**src/rtl/nes_controller_reader_if.sv**
```systemverilog
// nes_controller_reader_if: controller pins plus decoded button outputs.
// master = the reader (drives latch/pulse and button levels),
// slave  = the gamepad / downstream consumer side.
interface nes_controller_reader_if;
  logic       nes_data;
  logic       nes_latch;
  logic       nes_pulse;
  logic [7:0] buttons;
  logic       forward;
  logic       backward;
  logic       left;
  logic       right;
  logic       frame_valid;

  modport master (
    input  nes_data,
    output nes_latch, nes_pulse, buttons,
    output forward, backward, left, right, frame_valid
  );

  modport slave (
    output nes_data,
    input  nes_latch, nes_pulse, buttons,
    input  forward, backward, left, right, frame_valid
  );
endinterface

```
**src/rtl/nes_controller_reader.sv**
```systemverilog
// nes_controller_reader: polls an NES gamepad over latch/pulse/data and
// presents the eight buttons as registered active-high levels, with a
// one-cycle frame_valid strobe per completed frame.
//
// Optional build macro NES_DEBOUNCE_EN: buttons only update when two
// consecutive frames read the same shadow value.
//
// The state/counter registers describe the cycle that the *next* clock
// edge emits; all controller outputs are registered from them, so the
// first edge after reset release already drives nes_latch high.
module nes_controller_reader #(
  parameter int LATCH_CYCLES = 600,
  parameter int HALF_CYCLES  = 300,
  parameter int POLL_CYCLES  = 833333
) (
  input  logic                   clk,
  input  logic                   reset,
  nes_controller_reader_if.master bus
);

  localparam int PW     = (POLL_CYCLES > 1) ? $clog2(POLL_CYCLES) : 1;
  localparam int PH_MAX = (LATCH_CYCLES > HALF_CYCLES) ? LATCH_CYCLES : HALF_CYCLES;
  localparam int CW     = $clog2(PH_MAX + 1);

  localparam logic [CW-1:0] LATCH_LAST = CW'(LATCH_CYCLES - 1);
  localparam logic [CW-1:0] HALF_LAST  = CW'(HALF_CYCLES - 1);
  localparam logic [PW-1:0] POLL_LAST  = PW'(POLL_CYCLES - 1);

  typedef enum logic [2:0] {
    S_LATCH,
    S_GAP,
    S_PULSE_HI,
    S_PULSE_LO,
    S_DONE,
    S_WAIT
  } state_t;

  state_t        state, state_d;
  logic [CW-1:0] phase_cnt, phase_d;
  logic [2:0]    bit_idx, bit_d;
  logic [PW-1:0] poll_cnt, poll_d;
  logic [7:0]    shadow, shadow_d;
  logic [7:0]    btn_q, btn_d;
  logic          latch_q, latch_d;
  logic          pulse_q, pulse_d;
  logic          fv_q, fv_d;
  logic [1:0]    sync_pipe;
  logic          data_s;

`ifdef NES_DEBOUNCE_EN
  logic [7:0]    prev_q, prev_d;
`endif

  // Two-flop synchroniser for the asynchronous, idle-high data pin.
  always_ff @(posedge clk) begin
    if (reset) sync_pipe <= 2'b11;
    else       sync_pipe <= {sync_pipe[0], bus.nes_data};
  end

  assign data_s = sync_pipe[1];

  // Next-state, counter, sampling and output decode for the frame sequencer.
  always_comb begin
    state_d  = state;
    phase_d  = phase_cnt + 1'b1;
    bit_d    = bit_idx;
    poll_d   = poll_cnt + 1'b1;
    shadow_d = shadow;
    btn_d    = btn_q;
    latch_d  = 1'b0;
    pulse_d  = 1'b0;
    fv_d     = 1'b0;
`ifdef NES_DEBOUNCE_EN
    prev_d   = prev_q;
`endif
    case (state)
      S_LATCH: begin
        latch_d = 1'b1;
        if (phase_cnt == LATCH_LAST) begin
          state_d = S_GAP;
          phase_d = '0;
        end
      end
      S_GAP: begin
        // Bit 0 (A) is presented by the pad as soon as latch drops.
        if (phase_cnt == HALF_LAST) begin
          shadow_d[0] = ~data_s;
          bit_d       = 3'd1;
          state_d     = S_PULSE_HI;
          phase_d     = '0;
        end
      end
      S_PULSE_HI: begin
        pulse_d = 1'b1;
        if (phase_cnt == HALF_LAST) begin
          state_d = S_PULSE_LO;
          phase_d = '0;
        end
      end
      S_PULSE_LO: begin
        // Sample late in the low phase so the pad's shift has settled.
        if (phase_cnt == HALF_LAST) begin
          shadow_d[bit_idx] = ~data_s;
          phase_d           = '0;
          if (bit_idx == 3'd7) begin
            state_d = S_DONE;
          end else begin
            bit_d   = bit_idx + 3'd1;
            state_d = S_PULSE_HI;
          end
        end
      end
      S_DONE: begin
        fv_d    = 1'b1;
        phase_d = '0;
        state_d = S_WAIT;
`ifdef NES_DEBOUNCE_EN
        if (shadow == prev_q) btn_d = shadow;
        prev_d = shadow;
`else
        btn_d = shadow;
`endif
      end
      S_WAIT: begin
        phase_d = '0;
        if (poll_cnt == POLL_LAST) begin
          state_d = S_LATCH;
          poll_d  = '0;
        end
      end
      default: begin
        state_d = S_LATCH;
        phase_d = '0;
        poll_d  = '0;
      end
    endcase
  end

  // Sequencer state, counters and registered outputs.
  always_ff @(posedge clk) begin
    if (reset) begin
      state     <= S_LATCH;
      phase_cnt <= '0;
      bit_idx   <= '0;
      poll_cnt  <= '0;
      shadow    <= '0;
      btn_q     <= '0;
      latch_q   <= 1'b0;
      pulse_q   <= 1'b0;
      fv_q      <= 1'b0;
`ifdef NES_DEBOUNCE_EN
      prev_q    <= '0;
`endif
    end else begin
      state     <= state_d;
      phase_cnt <= phase_d;
      bit_idx   <= bit_d;
      poll_cnt  <= poll_d;
      shadow    <= shadow_d;
      btn_q     <= btn_d;
      latch_q   <= latch_d;
      pulse_q   <= pulse_d;
      fv_q      <= fv_d;
`ifdef NES_DEBOUNCE_EN
      prev_q    <= prev_d;
`endif
    end
  end

  assign bus.nes_latch   = latch_q;
  assign bus.nes_pulse   = pulse_q;
  assign bus.buttons     = btn_q;
  assign bus.frame_valid = fv_q;
  assign bus.forward     = btn_q[4];
  assign bus.backward    = btn_q[5];
  assign bus.left        = btn_q[6];
  assign bus.right       = btn_q[7];

endmodule
```
**src/flat_wrapper.sv**
```systemverilog
// flat-port wrapper written by rule: the top's interface ports become plain ports
module nes_controller_reader_flat 
#(
  parameter int LATCH_CYCLES = 600,
  parameter int HALF_CYCLES  = 300,
  parameter int POLL_CYCLES  = 833333
)
  (clk, reset, bus_nes_data, bus_nes_latch, bus_nes_pulse, bus_buttons, bus_forward, bus_backward, bus_left, bus_right, bus_frame_valid);
  nes_controller_reader_if bus_i ();
  input  logic clk;
  input  logic reset;
  input wire logic [$bits(bus_i.nes_data)-1:0] bus_nes_data;
  output wire logic [$bits(bus_i.nes_latch)-1:0] bus_nes_latch;
  output wire logic [$bits(bus_i.nes_pulse)-1:0] bus_nes_pulse;
  output wire logic [$bits(bus_i.buttons)-1:0] bus_buttons;
  output wire logic [$bits(bus_i.forward)-1:0] bus_forward;
  output wire logic [$bits(bus_i.backward)-1:0] bus_backward;
  output wire logic [$bits(bus_i.left)-1:0] bus_left;
  output wire logic [$bits(bus_i.right)-1:0] bus_right;
  output wire logic [$bits(bus_i.frame_valid)-1:0] bus_frame_valid;
  assign bus_i.nes_data = bus_nes_data;
  assign bus_nes_latch = bus_i.nes_latch;
  assign bus_nes_pulse = bus_i.nes_pulse;
  assign bus_buttons = bus_i.buttons;
  assign bus_forward = bus_i.forward;
  assign bus_backward = bus_i.backward;
  assign bus_left = bus_i.left;
  assign bus_right = bus_i.right;
  assign bus_frame_valid = bus_i.frame_valid;
  nes_controller_reader #(.LATCH_CYCLES(LATCH_CYCLES), .HALF_CYCLES(HALF_CYCLES), .POLL_CYCLES(POLL_CYCLES)) u_core (.clk(clk), .reset(reset), .bus(bus_i));
endmodule
```
**config.mk**
```make
export PLATFORM = sky130hd
export DESIGN_NAME = nes_controller_reader_flat
export DESIGN_NICKNAME = d
export VERILOG_FILES = /design/src/rtl/nes_controller_reader_if.sv /design/src/rtl/nes_controller_reader.sv /design/src/flat_wrapper.sv
export SDC_FILE = /design/constraint.sdc
export NUM_CORES = 1
export LEC_CHECK = 0
export CAP_MARGIN = 10
export CORE_MARGIN = 5
export CORE_UTILIZATION = 45
export CTS_CLUSTER_DIAMETER = 40
export DETAILED_ROUTE_END_ITERATION = 10
export PLACE_DENSITY_LB_ADDON = 0.25
export SLEW_MARGIN = 40
export SYNTH_ARGS = -nofsm -noshare
export SYNTH_HDL_FRONTEND = slang
export SYNTH_SLANG_ARGS = --single-unit
```
**constraint.sdc**
```tcl
create_clock -name clk -period 2.35 [get_ports clk]
set_input_delay 0.47 -clock clk [delete_from_list [all_inputs] [get_ports clk]]
set_output_delay 0.47 -clock clk [all_outputs]
set_load 0.01 [all_outputs]
```
==> flow_metrics.env, run 1 <==
export IMPL_status="complete, no violations"
export IMPL_slew_headroom_pct=73.4
export IMPL_cts_buffer_depth=2
export IMPL_rsz0062_at_grt="false"
export IMPL_skew_ns=0.00337
export IMPL_seq_area_frac_synth_pct=45.6
export IMPL_antenna_left=0
export IMPL_grt_usage_pct=14.2
export IMPL_arrival_ns=2.38
export IMPL_numCtsBuffers=9
export IMPL_startpoint_type="flop"
export IMPL_cp_max_fo=4
export IMPL_drv_slew=0
export IMPL_finalHoldViolCount=0
export IMPL_drc=0
export IMPL_synthTopCellsByCount="57 x dfxtp_1, 47 x nor2_1, 35 x nand2_1"
export IMPL_rows=27
export IMPL_period_needed_ns=2.13
export IMPL_grt_pass1_wl_microns=8230
export IMPL_synth_area_top_cells="dfxtp_1 46%, nor2_1 7.1%, xnor2_1 6.7%"
export IMPL_path_class="flop to flop"
export IMPL_synth_most_common_cell="dfxtp_1"
export IMPL_max_cap_viol_count=0
export IMPL_grt_pass1_vias=1875
export IMPL_post_cts_buffers=0
export IMPL_finalWirelength_microns=4690
export IMPL_required_ns=2.60
export IMPL_fmax_mhz=470
export IMPL_vias_per_cell=5.13
export IMPL_ir_worst_vdd_mv=0.462
export IMPL_insertion_delay_ns=0.33
export IMPL_power_density_nw_per_um2=670
export IMPL_hold_slack_ns=0.409
export IMPL_start_util_pct=46.0
export IMPL_ys_types=44
export IMPL_synth_edf_count=0
export IMPL_leakagePower_nw=1.03
export IMPL_gp_congestion=0.800
export IMPL_async_flop_share_pct=0
export IMPL_vias=1989
export IMPL_cts_max_level=3
export IMPL_dieArea_sq_um=7150
export IMPL_clock_sinks=57
export IMPL_cts_root_buf="clkbuf_8"
export IMPL_postCtsHoldBufs=0
export IMPL_ys_ff_latch=57
export IMPL_period_share_pct=90.6
export IMPL_final_fill_count=531
export IMPL_drtPass1Iterations=4
export IMPL_syn2layout_area_growth_pct=18.8
export IMPL_avgSynthCellArea_sq_um=8.60
export IMPL_syn_instance_count=291
export IMPL_ys_warnings_count=0
export IMPL_antenna_found_initial=0
export IMPL_wl_per_cell_microns=12.1
export IMPL_hold_class="flop to flop"
export IMPL_cts_tree="done"
export IMPL_dp_hpwl_microns=3290
export IMPL_fin_setup_tns_ns=0
export IMPL_portBuffers=17
export IMPL_setup_violations=0
export IMPL_synthesis_nets=299
export IMPL_multi_input_area_sq_um=1260
export IMPL_dieWidth_microns=84.6
export IMPL_grt_start_max_net_pins=22
export IMPL_yosys_area_top_type="dfxtp_1"
export IMPL_synth_area_sq_um=2500
export IMPL_grt_overflow=0
export IMPL_coreArea_sq_um=5440
export IMPL_worst_pin_slew_ns=0.398
export IMPL_seqCellArea_sq_um=1140
export IMPL_worst_setup_path_end_kind="flop"
export IMPL_finalNetCount=320
export IMPL_synth_ff_type="dfxtp_1"
export IMPL_clkTransAtPathRegs_ns=0.06
export IMPL_cts_resized=0
export IMPL_drive_gt1_share_pct=9.49
export IMPL_die_y_microns=84.6
export IMPL_synth_top_cell_area_share_pct=45.6
export IMPL_drt_iter0_markers=90
export IMPL_antennaDiodeCount=0
export IMPL_ios=18
[flip-flops by register name, summed over array words and instances (netlist names)]
name and count:
u_core.bit_idx 3, u_core.bus.buttons 8, u_core.bus.frame_valid 1, u_core.bus.nes_latch 1, u_core.bus.nes_pulse 1, u_core.phase_cnt 10, u_core.poll_cnt 20, u_core.shadow 8
u_core.state 3, u_core.sync_pipe 2
[power breakdown]
group          total, mW  switching, mW  leakage [nW]  internal (mW)
registers          0.990         0.0118         0.461          0.978
clock network      0.950          0.353         0.112          0.597
logic             0.0508         0.0271         0.460         0.0238
total               1.99          0.392          1.03           1.60
[layer usage]
metal	vias up	GRT usage [%]	part of all wire, %
met5	-	0	0
met4	0	6.91	2.1
met3	10	4.42	3.6
met2	18	23.7	48
met1	915	16.4	46
li1	1046	-	-
[layout make-up]
| class | instances | share of cell area, % |
|---|---|---|
| Clock buffer | 13 | 6.02 |
| Clock inverter | 2 | 1.18 |
| Inverter | 9 | 1.14 |
| Multi-Input combinational cell | 211 | 42.3 |
| Sequential cell | 57 | 38.4 |
| Tap cell | 72 | 3.03 |
| Timing Repair Buffer | 24 | 7.92 |
[placed cells by master, fill, tap and decap left out, types with 3 or more instances in the layout]
master           Yosys  final
buf_4                4      6
inv_1                9      9
clkdlybuf4s50_1      0     17
and4_1               3      3
dfxtp_1             57     57
ha_1                 5      5
nor3_1               9      9
nand4_1              8      8
nand3_1             13     13
nor2b_1              3      3
nor4_1               4      4
xor2_1               6      6
a21oi_1             14     14
xnor2_1             19     19
a211oi_1             5      5
clkbuf_8             0     13
nand2_1             35     35
and3_1               5      5
nor2_1              47     47
[metrics by stage]
stage	setup WS [ns]	utilization, %	instance area [sq um]	cells	total power [mW]
3_5_place_dp	0.242	50.7	2760	373	1.06
2_1_floorplan	0.259	-	2500	291	1.04
6_report	0.222	54.6	2970	388	1.99
3_3_place_gp	0.295	50.7	2760	373	1.06
5_1_grt	0.0337	54.6	2970	388	2.07
4_1_cts	0.216	54.6	2970	388	2.02
[worst paths after layout]
check                           start                   to  slack [ns]  cells after the start
hold / removal    u_core.sync_pipe[0]  u_core.sync_pipe[1]        0.41                      1
setup / recovery  u_core.phase_cnt[0]     u_core.shadow[5]        0.22                      6
hold reg to reg   u_core.sync_pipe[0]  u_core.sync_pipe[1]        0.41                      1
setup reg to reg  u_core.phase_cnt[0]     u_core.shadow[5]        0.22                      6
[critical path: stages (launching register included)]
cell and delay [ns]:
dfxtp_1 0.37, ha_1 0.18, or4b_1 0.48, or4_4 0.57, nor3b_2 0.20, nor2_1 0.06
a211oi_1 0.19
[kinds of logic (layout without fill, tap and decap cells)]
| group | count (synthesis) | in the layout | synth area share (%) |
|---|---|---|---|
| AO/OA/AOI/OAI | 28 | 28 | 7.15 |
| XOR/XNOR | 25 | 25 | 8.75 |
| adder cells (fa/ha/maj) | 5 | 5 | 2.50 |
| buffers and inverters | 23 | 48 | 4.10 |
| flip-flops | 57 | 57 | 45.6 |
| multiplexers | 2 | 2 | 0.800 |
| AND/OR/NAND/NOR | 151 | 151 | 31.1 |
No activity file was read; power rests on OpenSTA's default activity.
==> inputs of run 2 (changes only) <==
--- a/config.mk
+++ b/config.mk
@@ -6,6 +6,7 @@
 export NUM_CORES = 1
 export LEC_CHECK = 0
 export CAP_MARGIN = 10
+export CORE_ASPECT_RATIO = 0.75
 export CORE_MARGIN = 5
 export CORE_UTILIZATION = 45
 export CTS_CLUSTER_DIAMETER = 40
==> run 2 against run 1 <==
Compared with the run above:
- worst hold slack got worse by 0.0027 ns
- utilization rose by 0.70 points
- cell count rose by 1.0%
- flip-flop and latch count did not move
- total power rose by 3.8%
- die area rose by 0.22%
- clock-buffer cell count fell by 2
- critical path type unchanged
- largest power group is now the clock network
==> flow_metrics.env, run 2 (same netlist as run 1, synthesis figures left out) <==
export IMPL_r2r_slack_ns=0.18
export IMPL_r2r_start="u_core.phase_cnt[0]"
export IMPL_grt_pass1_wl_microns=8710
export IMPL_final_core_util_pct=55.3
export IMPL_cts_tree="done"
export IMPL_clkTransAtPathRegs_ns=0.07
export IMPL_antenna_found_initial=0
export IMPL_hold_class="flop to flop"
export IMPL_power_density_nw_per_um2=694
export IMPL_start_util_pct=46.5
export IMPL_drv_slew=0
export IMPL_cts_resized=0
export IMPL_grt_start_max_net_pins=26
export IMPL_setup_worst_path_end="u_core.shadow[5]"
export IMPL_finalWirelength_microns=5060
export IMPL_worst_pin_slew_ns=0.412
export IMPL_finalPower_mw=2.07
export IMPL_grt_pass1_vias=1824
export IMPL_finalHoldViolCount=0
export IMPL_startpoint_type="flop"
export IMPL_portBuffers=17
export IMPL_post_cts_buffers=0
export IMPL_largest_register_ffs=20
export IMPL_multi_input_area_sq_um=1260
export IMPL_final_common_cell="dfxtp_1"
export IMPL_slew_headroom_pct=72.3
export IMPL_cp_max_fo=4
export IMPL_cts_max_level=3
export IMPL_drt_iter0_markers=67
export IMPL_period_needed_ns=2.17
export IMPL_numCtsBuffers=9
export IMPL_required_ns=2.60
export IMPL_status="complete, no violations"
export IMPL_max_cap_viol_count=0
export IMPL_rows=23
export IMPL_coreArea_sq_um=5380
export IMPL_fmax_mhz=460
export IMPL_wl_per_cell_microns=12.9
export IMPL_antenna_left=0
export IMPL_path_class="flop to flop"
export IMPL_final_fill_count=512
export IMPL_syn2layout_area_growth_pct=19.1
export IMPL_grt_usage_pct=16.1
export IMPL_ir_worst_vdd_mv=0.412
export IMPL_die_y_microns=74.6
export IMPL_dieWidth_microns=96.1
export IMPL_r2r_end="u_core.shadow[5]"
export IMPL_crit_start="u_core.phase_cnt[0]"
export IMPL_worst_setup_path_end_kind="flop"
export IMPL_layout_common_cells="57 x dfxtp_1, 47 x nor2_1, 35 x nand2_1"
export IMPL_cts_buffer_depth=2
export IMPL_rsz0062_at_grt="false"
export IMPL_vias=1981
export IMPL_antennaDiodeCount=0
export IMPL_clock_sinks=57
export IMPL_regMostFlops="u_core.poll_cnt"
export IMPL_finalNetCount=320
export IMPL_cts_root_buf="clkbuf_8"
export IMPL_setup_violations=0
export IMPL_skew_ns=0.00698
export IMPL_postCtsHoldBufs=0
export IMPL_drc=0
export IMPL_ios=18
export IMPL_fin_setup_tns_ns=0
export IMPL_dp_hpwl_microns=3390
export IMPL_drtPass1Iterations=4
export IMPL_drive_gt1_share_pct=9.78
export IMPL_r2r_cells=6
export IMPL_leakagePower_nw=1.03
export IMPL_arrival_ns=2.43
export IMPL_dieArea_sq_um=7160
export IMPL_period_share_pct=92.5
export IMPL_reg_top3="u_core.poll_cnt: 20 flops, u_core.phase_cnt: 10 flops"
export IMPL_gp_congestion=0.791
export IMPL_seqCellArea_sq_um=1140
export IMPL_insertion_delay_ns=0.33
export IMPL_grt_overflow=0
export IMPL_vias_per_cell=5.05
## run 2: cell count changes in the layout (fill, tap and decap cells not counted)
cell	delta
clkbuf_8	-2
buf_12	-1
buf_4	+1
bufinv_16	+1
clkinv_2	+1
clkinvlp_4	+1
## run 2: how the worst min path moves through the flow
stage	from	endpoint	cells after the start
floorplan	u_core.sync_pipe[0]	u_core.sync_pipe[1]	1
global placement	u_core.sync_pipe[0]	u_core.sync_pipe[1]	1
detailed placement	u_core.sync_pipe[0]	u_core.sync_pipe[1]	1
CTS	u_core.sync_pipe[0]	u_core.sync_pipe[1]	1
global route	u_core.sync_pipe[0]	u_core.sync_pipe[1]	1
finish	u_core.sync_pipe[0]	u_core.sync_pipe[1]	1
## run 2: cell type report
type	instances	area share (%)
multi-input cells	211	42.2
flip-flops and latches	57	38.3
repair buffers	24	7.48
clock buffers	11	5.08
well taps	75	3.15
clock inverters	5	2.61
inverters	9	1.13
## run 2: layer usage
layer  routed length (microns)  GRT usage (%)
met3                       153           6.17
met2                      2230           23.0
met1                      2630           21.8
met4                        42           6.94
met5                         0              0
## run 2: report_power, final
part	internal (mW)	total [mW]	switching, mW	leakage (nW)
sequential	0.978	0.991	0.0131	0.461
combinational	0.0204	0.0476	0.0272	0.456
clock	0.650	1.03	0.378	0.115
## run 2: critical path, stage by stage (launching register included)
cell	delay [ns]
dfxtp_1	0.38
ha_1	0.18
or4b_1	0.49
or4_4	0.58
nor3b_2	0.21
nor2_1	0.06
a211oi_1	0.19
## run 2: metrics by stage
stage	setup WS, ns	instances	hold slack, ns	area, sq um
after global routing	0.0489	392	0.422	2980
after CTS	0.177	392	0.408	2980
after detailed placement	0.195	376	0.393	2750
after floorplan	0.259	291	0.389	2500
final	0.177	392	0.406	2980
after global placement	0.258	376	0.394	2750
==> inputs of run 3 (changes only) <==
==> constraint.sdc (replaced) <==
create_clock -name clk -period 2.35 [get_ports clk]
set_input_delay 0.705 -clock clk [delete_from_list [all_inputs] [get_ports clk]]
set_output_delay 0.705 -clock clk [all_outputs]
set_load 0.01 [all_outputs]
==> results of run 3 <==
Same layout as run 2: the final DEF is identical, and so are final timing and power.
